--- src/rtl/mem_wb_stage.sv ---
// rtl/mem_wb_stage.sv - MEM stage with req/ack data-memory access and MEM/WB register
module mem_wb_stage #(
  parameter int MAX_WAIT = 15
) (
  input  logic        clk_i,
  input  logic        start_i,
  input  logic        RegWrite_i,
  input  logic        MemtoReg_i,
  input  logic        MemRead_i,
  input  logic        MemWrite_i,
  input  logic [31:0] ALUdata_i,
  input  logic [31:0] MemWdata_i,
  input  logic [4:0]  RegWaddr_i,
  input  logic        mem_ack_i,
  input  logic [31:0] mem_rdata_i,
  output logic        mem_req_o,
  output logic        mem_we_o,
  output logic [31:0] mem_addr_o,
  output logic [31:0] mem_wdata_o,
  output logic        stall_o,
  output logic        err_o,
  output logic        RegWrite_o,
  output logic        MemtoReg_o,
  output logic [31:0] ReadData_o,
  output logic [31:0] ALUdata_o,
  output logic [4:0]  RegWaddr_o
);

  localparam int CW = $clog2(MAX_WAIT + 1);

  typedef enum logic {IDLE, ACCESS} state_t;

  state_t        state_q;
  logic [CW-1:0] cnt_q;
  logic          mem_req_q, mem_we_q, err_q;
  logic [31:0]   mem_addr_q, mem_wdata_q;
  logic          reg_write_q, mem_to_reg_q;
  logic [31:0]   read_data_q, alu_data_q;
  logic [4:0]    reg_waddr_q;

  logic acc, timeout, done;

  assign acc     = MemRead_i | MemWrite_i;
  assign timeout = (state_q == ACCESS) && !mem_ack_i && (cnt_q == CW'(MAX_WAIT - 1));
  assign done    = (state_q == ACCESS) && (mem_ack_i || timeout);
  // Gated by reset so the upstream is released the moment reset is asserted.
  assign stall_o = start_i && (((state_q == IDLE) && acc) || ((state_q == ACCESS) && !done));

  always_ff @(posedge clk_i or negedge start_i) begin
    if (!start_i) begin
      state_q      <= IDLE;
      cnt_q        <= '0;
      mem_req_q    <= 1'b0;
      mem_we_q     <= 1'b0;
      mem_addr_q   <= '0;
      mem_wdata_q  <= '0;
      err_q        <= 1'b0;
      reg_write_q  <= 1'b0;
      mem_to_reg_q <= 1'b0;
      read_data_q  <= '0;
      alu_data_q   <= '0;
      reg_waddr_q  <= '0;
    end else begin
      case (state_q)
        IDLE: begin
          if (acc) begin
            state_q      <= ACCESS;
            mem_req_q    <= 1'b1;
            mem_we_q     <= MemWrite_i;
            mem_addr_q   <= ALUdata_i;
            mem_wdata_q  <= MemWdata_i;
            cnt_q        <= '0;
            reg_write_q  <= 1'b0;
            mem_to_reg_q <= 1'b0;
          end else begin
            reg_write_q  <= RegWrite_i;
            mem_to_reg_q <= MemtoReg_i;
            alu_data_q   <= ALUdata_i;
            reg_waddr_q  <= RegWaddr_i;
            read_data_q  <= '0;
          end
        end
        ACCESS: begin
          if (done) begin
            state_q      <= IDLE;
            mem_req_q    <= 1'b0;
            mem_we_q     <= 1'b0;
            reg_write_q  <= RegWrite_i;
            mem_to_reg_q <= MemtoReg_i;
            alu_data_q   <= ALUdata_i;
            reg_waddr_q  <= RegWaddr_i;
            // A timed-out access never sees an ack, so its data reads as zero.
            read_data_q  <= (mem_ack_i && !mem_we_q) ? mem_rdata_i : 32'd0;
            if (timeout) err_q <= 1'b1;
          end else begin
            cnt_q        <= cnt_q + 1'b1;
            reg_write_q  <= 1'b0;
            mem_to_reg_q <= 1'b0;
          end
        end
        default: state_q <= IDLE;
      endcase
    end
  end

  assign mem_req_o   = mem_req_q;
  assign mem_we_o    = mem_we_q;
  assign mem_addr_o  = mem_addr_q;
  assign mem_wdata_o = mem_wdata_q;
  assign err_o       = err_q;
  assign RegWrite_o  = reg_write_q;
  assign MemtoReg_o  = mem_to_reg_q;
  assign ReadData_o  = read_data_q;
  assign ALUdata_o   = alu_data_q;
  assign RegWaddr_o  = reg_waddr_q;

endmodule

--- config.mk ---
export PLATFORM = sky130hd
export DESIGN_NAME = mem_wb_stage
export DESIGN_NICKNAME = d
export VERILOG_FILES = /design/src/rtl/mem_wb_stage.sv
export SDC_FILE = /design/constraint.sdc
export NUM_CORES = 1
export LEC_CHECK = 0
export ABC_CLOCK_PERIOD_IN_PS = 5000
export BUFFER_PORTS_ARGS = -buffer_cell sky130_fd_sc_hd__buf_2
export CORE_ASPECT_RATIO = 0.8
export CORE_MARGIN = 4
export CORE_UTILIZATION = 50
export CTS_CLUSTER_SIZE = 25
export DETAILED_ROUTE_END_ITERATION = 8
export GPL_ROUTABILITY_DRIVEN = 0
export PLACE_DENSITY = 0.92
export RECOVER_POWER = 100
export SLEW_MARGIN = 20
export SYNTH_ARGS = -nofsm -noshare
export SYNTH_HDL_FRONTEND = slang
export SYNTH_SLANG_ARGS = --single-unit
--- constraint.sdc ---
create_clock -name clk_i -period 5 [get_ports clk_i]
set_input_delay 1 -clock clk_i [delete_from_list [all_inputs] [get_ports clk_i]]
set_output_delay 1 -clock clk_i [all_outputs]
set_load 0.05 [all_outputs]
==> run_results.csv, run 1 <==
group,metric,value,unit
drt,drt_first_pass_iters,6,
synthesis,synth_area_per_cell,16.5,um2
synthesis,yosys_warnings,0,
synthesis,yosysTopAreaCellShare,65.4,%
synthesis,synth_cell_types,31,
global_route,grt_start_max_net_pins,74,
setup_path,start_kind,"primary input",
die,die_w,125,um
drt,drcViolationCount,0,
synthesis,synth_edf_count,0,
drt,drt-wirelength-per-cell,17.5,um
synthesis,synth_flop_cell,"dfrtp_1",
synthesis,synth_area_leader_cell,"dfrtp_1",
setup_path,path_cells,"clkbuf_1 > o21bai_1 > clkbuf_2 > mux2_2",
setup_path,slowest_stage,"o21bai_1",
run,cap_violations,3,
synthesis,mappedNetlistNets,442,
die,start_util,52.3,%
setup_path,cp_max_fo,47,
global_route,grtUsageMet3,7.06,%
synthesis,async_reset_ff_share,100,%
finish,antenna_cells,0,
finish,fin_util,67.9,%
finish,fill_cells,800,
global_route,overflow,0,
clock_tree,cts_root_buf,"clkbuf_16",
global_route,grt_pass1_vias,4013,
placed_design,dp_hpwl,9.26,mm
die,core-area,10400,um2
timing,fin_crit_sh,75.0,%
setup_path,cpPeakStageDelay,1.33,ns
finish,layout_commonest_cell,"dfrtp_1",
die,ios,247,
finish,layout_common_cells,"dfrtp_1 (143), clkbuf_1 (142), buf_2 (104)",
timing,fin_tns_setup,0,ns
synthesis,syn_inst,332,
setup_path,path_class,"primary input to flop",
clock_tree,clock_path_buffers,2,
die,die_h,102,um
synthesis,yosysSeqAreaShare,65.4,%
setup_path,end_kind,"flop",
global_route,grtUsageMet2,36.2,%
hold_path,hold_path_class,"flop to flop",
setup_path,cp_data_required_time,5.27,ns
finish,final_net_count,691,
clock_tree,numCtsBuffers,17,
drt,via_count,3708,
die,num_rows,33,
clock_tree,post_cts_buffers,0,
clock_tree,cts_sinks,143,
global_route,grt-busiest-layer,"met2",
timing,slew_viol_final,169,
outcome,status,"finished with violations",
clock_tree,cts-resized-gates,0,
timing,rsz0062_at_grt,"false",
synthesis,synth_seq_cells,143,
global_route,grt_use_total,20.5,%
placed_design,placed_cell_area,6780,um2
global_route,antenna_found_initial,0,
pwr,cellPowerDensity,586,nW/um2
clock_tree,cts_tree,"done",
pwr,peakVddDrop,0.314,mV
finish,area_delta_synth_final,29.8,%
timing,setup_viol,0,
synthesis,synth_area_leaders,"dfrtp_1 (65%), mux2_2 (16%), mux2_4 (6.0%)",
global_route,grtUsageMet1,24.7,%
global_route,grt_first_pass_wirelength,20.7,mm
die,die_area,12700,um2
placed_design,port_buffers,246,
timing,holdWs,0.485,ns
clock_tree,path_clk_slew,0.06,ns
finish,final_area,7100,um2
drt,routed_wl,12.8,mm
clock_tree,holdBufCountCts,0,
synthesis,syn-cell-area,5470,um2
timing,fin_worst_skew,0.00873,ns
drt,viasPerCell,5.06,
setup_path,arrival,4.02,ns
clock_tree,htreeDepth,4,
timing,slew_headroom,-16.1,%
drt,ant_nets,0,
pwr,power.total,4.16,mW
clock_tree,worstSkewPairLatency,0.40,ns
timing,tightest_slew,1.74,ns
pwr,p_leak,3.25,nW
outcome,violations,"capacitance limit, slew limit",
timing,fmax,0.267,GHz
drt,drtIter0Drc,205,
timing,fin_crit,3.75,ns
timing,hold_viol,0,
finish,drive_gt1_share,36.8,%
[power breakdown]
| part | switching [mW] | internal, mW |
|---|---|---|
| sequential | 0.130 | 1.38 |
| combinational | 1.07 | 0.305 |
| clock | 0.472 | 0.801 |
[per-stage QoR]
stage                     setup slack [ns]  std cells
after floorplan                       1.88        332
after global placement                2.00        702
after detailed placement              1.97        702
after CTS                             1.96        733
after global routing                  1.05        733
final                                 1.25        733
[metal layers]
layer,vias to the layer above,wire length (um)
met5,-,0
met4,0,110
met3,13,1000
met2,156,6660
met1,1829,5050
li1,1710,-
[cells in the mapped netlist (2+ instances only)]
master and number:
nand4_1 2, nor2b_1 4, buf_4 4, mux2_2 78, mux2_4 22, buf_6 2
dfrtp_1 143, buf_2 11, nand2_1 5, o21ai_0 2, nand3_1 2, buf_12 2
inv_1 5, ha_1 2, a22o_1 32
[state kept, by name, indices dropped and copies added, names as in the netlist]
register     count
ALUdata_o       32
MemtoReg_o       1
ReadData_o      32
RegWaddr_o       5
RegWrite_o       1
cnt_q            4
err_o            1
mem_addr_o      32
mem_req_o        1
mem_wdata_o     32
mem_we_o         1
state_q          1
[critical path: cells and delay by family]
kind | cells | cell delay [ns]
multiplexers | 1 | 0.43
AO/OA/AOI/OAI | 1 | 1.33
buffers and inverters | 2 | 1.24
[cell type report]
class	count	area, um2	area share, %
Clock inverter	12	160	2.26
Tap cell	140	175	2.47
Timing Repair Buffer	249	1080	15.2
Inverter	5	18.8	0.264
Sequential cell	143	3580	50.4
Clock buffer	19	443	6.24
Multi-Input combinational cell	165	1650	23.2
[cells by family (layout without fill, tap and decap cells)]
| logic type | Yosys count | in the layout | share of synthesized area [%] |
|---|---|---|---|
| flip-flops | 143 | 143 | 65.4 |
| buffers and inverters | 24 | 285 | 3.04 |
| multiplexers | 102 | 102 | 22.5 |
| AND/OR/NAND/NOR | 17 | 17 | 1.62 |
| AO/OA/AOI/OAI | 44 | 44 | 6.93 |
| adder cells (fa/ha/maj) | 2 | 2 | 0.458 |
[final timing paths]
check / from / end / slack, ns / cells past startpoint
worst max register to register: state_q$_DFF_PN0_ / mem_wdata_o[10]$_DFFE_PN0P_ / 1.90 / 3
max in group asynchronous: start_i / ALUdata_o[5]$_DFFE_PN0N_ / 2.28 / 2
worst min register to register: err_o$_DFFE_PN0P_ / err_o$_DFFE_PN0P_ / 0.48 / 1
worst max-delay path: MemRead_i / mem_wdata_o[10]$_DFFE_PN0P_ / 1.25 / 4
min in group asynchronous: start_i / ALUdata_o[16]$_DFFE_PN0N_ / 0.60 / 1
worst min-delay path: err_o$_DFFE_PN0P_ / err_o$_DFFE_PN0P_ / 0.48 / 1
(Power assumes the default switching activity.)
==> run 2, diff against run 1 <==
- ABC_CLOCK_PERIOD_IN_PS: 5000 -> 3350
- CORE_UTILIZATION: 50 -> 42
- PLACE_DENSITY: 0.92 -> 0.84
- clock period: 5 -> 3.35 ns (I/O delays scaled with it)
==> run 2 against run 1 <==
Net effect:
- the run still ends with capacitance limit, slew limit left
- sequential share of layout area hardly changed
- clock skew is 0.00091 ns lower
- die area is 18% higher
- combinational power is 50% higher
- global-route usage is 2.6 points lower
- largest power group unchanged
==> run_results.csv, run 2 (synthesis gave the netlist of run 1 again) <==
group,metric,value,unit
timing,setup_viol,0,
placed_design,numPlacedInstances,736,
drt,drt-wirelength-per-cell,17.3,um
die,die_w,136,um
finish,layout_commonest_cell,"clkbuf_1",
die,core-area,12500,um2
setup_path,cp_data_required_time,2.68,ns
clock_tree,post_cts_buffers,0,
timing,fin_crit,2.83,ns
finish,fin_cells,766,
drt,drcViolationCount,0,
finish,area_delta_synth_final,29.9,%
die,ios,247,
timing,rsz0062_at_grt,"false",
setup_path,end_kind,"output port",
timing,fin_worst_skew,0.00782,ns
finish,final_area,7100,um2
placed_design,port_buffers,246,
timing,fmax,0.354,GHz
outcome,status,"finished with violations",
finish,final_net_count,694,
pwr,cellPowerDensity,859,nW/um2
drt,drtIter0Drc,119,
drt,routedLengthMet1,5.35,mm
setup_path,rr_worst_depth,3,
clock_tree,cts-resized-gates,0,
pwr,peakVddDrop,0.546,mV
global_route,grt_use_total,18.0,%
setup_path,start_kind,"flop",
clock_tree,cts_tree,"done",
finish,antenna_cells,0,
clock_tree,clock_path_buffers,2,
timing,hold_viol,0,
clock_tree,cts_root_buf,"clkbuf_16",
pwr,p_leak,3.24,nW
clock_tree,path_clk_slew,0.05,ns
run,cap_violations,3,
timing,tightest_slew,2.04,ns
timing,fin_tns_setup,0,ns
die,die_h,110,um
drt,ant_nets,0,
setup_path,path_class,"flop to output port",
setup_path,arrival,2.16,ns
hold_path,hold_path_class,"primary input to flop",
die,die_area,14900,um2
drt,drt_first_pass_iters,4,
finish,fin_util,56.9,%
timing,slew_headroom,-35.7,%
global_route,antenna_found_initial,0,
drt,via_count,3764,
pwr,power.total,6.10,mW
outcome,violations,"capacitance limit, slew limit",
finish,drive_gt1_share,36.3,%
die,num_rows,36,
drt,routed_wl,13.2,mm
timing,slew_viol_final,152,
drt,routed.top_layer,"met4",
placed_design,dp_hpwl,9.68,mm
clock_tree,holdBufCountCts,0,
global_route,grt_start_max_net_pins,83,
clock_tree,htreeDepth,4,
global_route,grt_first_pass_wirelength,20.7,mm
global_route,overflow,0,
clock_tree,cts_sinks,143,
finish,layout_common_cells,"clkbuf_1 (146), dfrtp_1 (143), buf_2 (107)",
clock_tree,numCtsBuffers,17,
placed_design,placed_cell_area,6850,um2
drt,viasPerCell,4.91,
timing,fin_crit_sh,84.4,%
setup_path,cp_max_fo,5,
global_route,grt_pass1_vias,4097,
clock_tree,worstSkewPairLatency,0.40,ns
die,start_util,43.8,%
drt,wl_met2,6.52,mm
drt,wl_met3,1.15,mm
hold_path,min_path_cells,2,
==> run 2: path summary, 6_finish.rpt <==
kind	startpoint	to	slack, ns
max reg2reg	state_q$_DFF_PN0_	mem_addr_o[17]$_DFFE_PN0P_	0.63
max in group asynchronous	start_i	ReadData_o[10]$_DFFE_PN0N_	1.04
min reg2reg	ALUdata_o[12]$_DFFE_PN0N_	ALUdata_o[12]$_DFFE_PN0N_	0.50
min	mem_rdata_i[26]	ReadData_o[26]$_DFFE_PN0N_	0.48
min in group asynchronous	start_i	cnt_q[1]$_DFFE_PN0P_	0.88
max	cnt_q[0]$_DFFE_PN0P_	stall_o	0.52
==> run 2: area by class of cell <==
type | count | area [um2]
fillers | 1112 | 5380
flip-flops and latches | 143 | 3580
multi-input cells | 165 | 1630
repair buffers | 252 | 1100
clock buffers | 24 | 472
well taps | 171 | 214
clock inverters | 6 | 85.1
inverters | 5 | 18.8
==> run 2: per-stage QoR <==
stage | hold slack, ns | setup WS (ns)
after floorplan | 0.374 | 0.869
after global placement | 0.475 | 1.03
after detailed placement | 0.486 | 1.03
after CTS | 0.458 | 0.669
after global routing | 0.463 | 0.388
final | 0.478 | 0.522
==> run 2: report_power, final <==
| group | internal [mW] | total (mW) | switching, mW |
|---|---|---|---|
| Combinational | 0.458 | 2.05 | 1.59 |
| Clock | 1.12 | 1.78 | 0.659 |
| Sequential | 2.07 | 2.27 | 0.202 |
==> run 2: worst max-delay path, cell delays in order (launching register included) <==
cell	delay [ns]
dfrtp_1	0.38
inv_1	0.09
ha_1	0.25
a31o_2	0.28
a21oi_1	0.32
and2_1	0.18
buf_2	0.26
==> run 2: metal layers <==
layer	up-vias	global-route usage (%)
met5	-	0
met4	0	6.33
met3	21	6.03
met2	188	30.3
met1	1854	21.8
li1	1701	-
==> run 3, diff against run 2 <==
- ABC_CLOCK_PERIOD_IN_PS: 3350 -> 2900
- CORE_UTILIZATION: 42 -> 47
- PLACE_DENSITY: 0.84 -> 0.88
- clock period: 3.35 -> 2.9 ns (I/O delays scaled with it)
==> run 3 against run 2 <==
Net effect:
- clock skew up 0.0042 ns
- clock-buffer cell count down 4
- final cell count down 3.4%
- core utilization rose by 6.9 points
- sequential power grew 15%
- largest power group unchanged
- via count increased by 1.0%
- die area is 10% lower
- cell area is 0.28% lower
- the run still ends with capacitance limit, slew limit left
==> run_results.csv, run 3 (synthesis gave the netlist of run 1 again) <==
group,metric,value,unit
hold_path,hold_path_class,"primary input to flop",
clock_tree,htreeDepth,4,
placed_design,placed_cell_area,6820,um2
drt,routed.top_layer,"met4",
pwr,pwr-share-seq,37.1,%
finish,layout_commonest_cell,"dfrtp_1",
die,num_rows,34,
clock_tree,post_cts_buffers,0,
finish,drive_gt1_share,36.9,%
pwr,peakVddDrop,0.572,mV
setup_path,end_kind,"output port",
global_route,overflow,0,
pwr,switching_share,40.6,%
pwr,p_comb_share,33.6,%
global_route,grt_first_pass_wirelength,21.9,mm
setup_path,start_kind,"flop",
pwr,cellPowerDensity,997,nW/um2
setup_path,r2r_slack,0.29,ns
global_route,grt_pass1_vias,4210,
die,start_util,49.2,%
setup_path,rr_worst_depth,6,
setup_path,cp_data_required_time,2.32,ns
timing,slew_headroom,-17.7,%
hold_path,min_to,"ReadData_o[7]$_DFFE_PN0N_",
setup_path,worstReg2RegEnd,"RegWaddr_o[4]$_DFFE_PN0N_",
drt,drt_first_pass_iters,6,
placed_design,port_buffers,246,
timing,rsz0062_at_grt,"false",
setup_path,cp_max_fo,5,
drt,wl_met2,6.92,mm
drt,drcViolationCount,0,
die,die_h,104,um
finish,fin_cells,740,
timing,fmax,0.378,GHz
setup_path,path_class,"flop to output port",
setup_path,r2r-start,"cnt_q[0]$_DFFE_PN0P_",
hold_path,hp-start,"mem_rdata_i[7]",
clock_tree,cts_sinks,143,
outcome,status,"finished with violations",
timing,hold_viol,0,
clock_tree,clock_path_buffers,2,
timing,fin_worst_skew,0.0120,ns
hold_path,min_path_cells,2,
timing,fin_crit_sh,91.2,%
timing,tightest_slew,1.77,ns
drt,wl_met3,1.28,mm
clock_tree,cts_tree,"done",
drt,viasPerCell,5.14,
clock_tree,numCtsBuffers,17,
finish,area_delta_synth_final,29.5,%
die,core-area,11100,um2
timing,fin_crit,2.64,ns
timing,setup_ws,0.257,ns
clock_tree,cts_root_buf,"clkbuf_16",
drt,drt-wirelength-per-cell,18.3,um
timing,setup_viol,0,
finish,final_area,7080,um2
clock_tree,holdBufCountCts,0,
placed_design,dp_hpwl,9.84,mm
pwr,p_int,4.19,mW
die,ios,247,
pwr,p_leak,3.25,nW
outcome,violations,"capacitance limit, slew limit",
setup_path,arrival,2.06,ns
placed_design,dpl_worst_slack,0.726,ns
drt,via_count,3802,
clock_tree,worstSkewPairLatency,0.40,ns
run,cap_violations,2,
placed_design,numPlacedInstances,710,
drt,ant_nets,0,
pwr,power.switching,2.87,mW
global_route,antenna_found_initial,0,
drt,drtIter0Drc,151,
timing,fin_tns_setup,0,ns
global_route,grt_start_max_net_pins,75,
finish,final_net_count,695,
timing,slew_viol_final,145,
global_route,grt_use_total,20.6,%
die,die_area,13400,um2
pwr,clockPowerShare,29.3,%
clock_tree,cts-resized-gates,0,
finish,layout_common_cells,"dfrtp_1 (143), clkbuf_1 (142), buf_2 (106)",
drt,routedLengthMet1,5.22,mm
drt,routed_wl,13.5,mm
die,die_w,129,um
clock_tree,path_clk_slew,0.06,ns
finish,antenna_cells,0,
finish,fin_util,63.8,%
-- run 3: cell type report --
class	instances	area, um2
Multi-Input combinational cell	165	1640
Tap cell	144	180
Sequential cell	143	3580
Timing Repair Buffer	253	1100
Clock buffer	20	447
Clock inverter	10	116
Inverter	5	18.8
Fill cell	916	4020
-- run 3: worst max path at each step --
stage                               from       to  cells past startpoint
finish              cnt_q[0]$_DFFE_PN0P_  stall_o                      6
global route        cnt_q[0]$_DFFE_PN0P_  stall_o                      6
CTS                 cnt_q[0]$_DFFE_PN0P_  stall_o                      6
detailed placement  cnt_q[0]$_DFFE_PN0P_  stall_o                      6
global placement               MemRead_i  stall_o                      5
floorplan           cnt_q[0]$_DFFE_PN0P_  stall_o                      7
-- run 3: per-stage QoR --
| stage | total power, mW | hold WS [ns] |
|---|---|---|
| final | 7.06 | 0.393 |
| after CTS | 7.30 | 0.375 |
| after detailed placement | 5.20 | 0.485 |
| after global placement | 5.13 | 0.473 |
| after floorplan | 4.52 | 0.284 |
| after global routing | 7.36 | 0.370 |
-- run 3: worst max-delay path, stage by stage, from the launching register on --
cell and delay, ns:
dfrtp_1 0.39, inv_1 0.09, ha_1 0.27, a31o_1 0.30, a21oi_4 0.17, and2_1 0.16, clkbuf_2 0.28
-- run 3: power groups by stage --
stage,Combinational (mW),Sequential (mW),Clock (mW)
after global placement,2.52,2.61,0
after detailed placement,2.57,2.63,0
after global routing,2.48,2.66,2.21
after floorplan,0.554,3.97,0
after CTS,2.58,2.61,2.11
final,2.38,2.62,2.07
-- run 3: routing by layer --
| metal | track usage [%] | vias to the layer above |
|---|---|---|
| li1 | - | 1711 |
| met3 | 7.75 | 12 |
| met5 | 0 | - |
| met4 | 6.00 | 0 |
| met1 | 24.6 | 1883 |
| met2 | 34.9 | 196 |
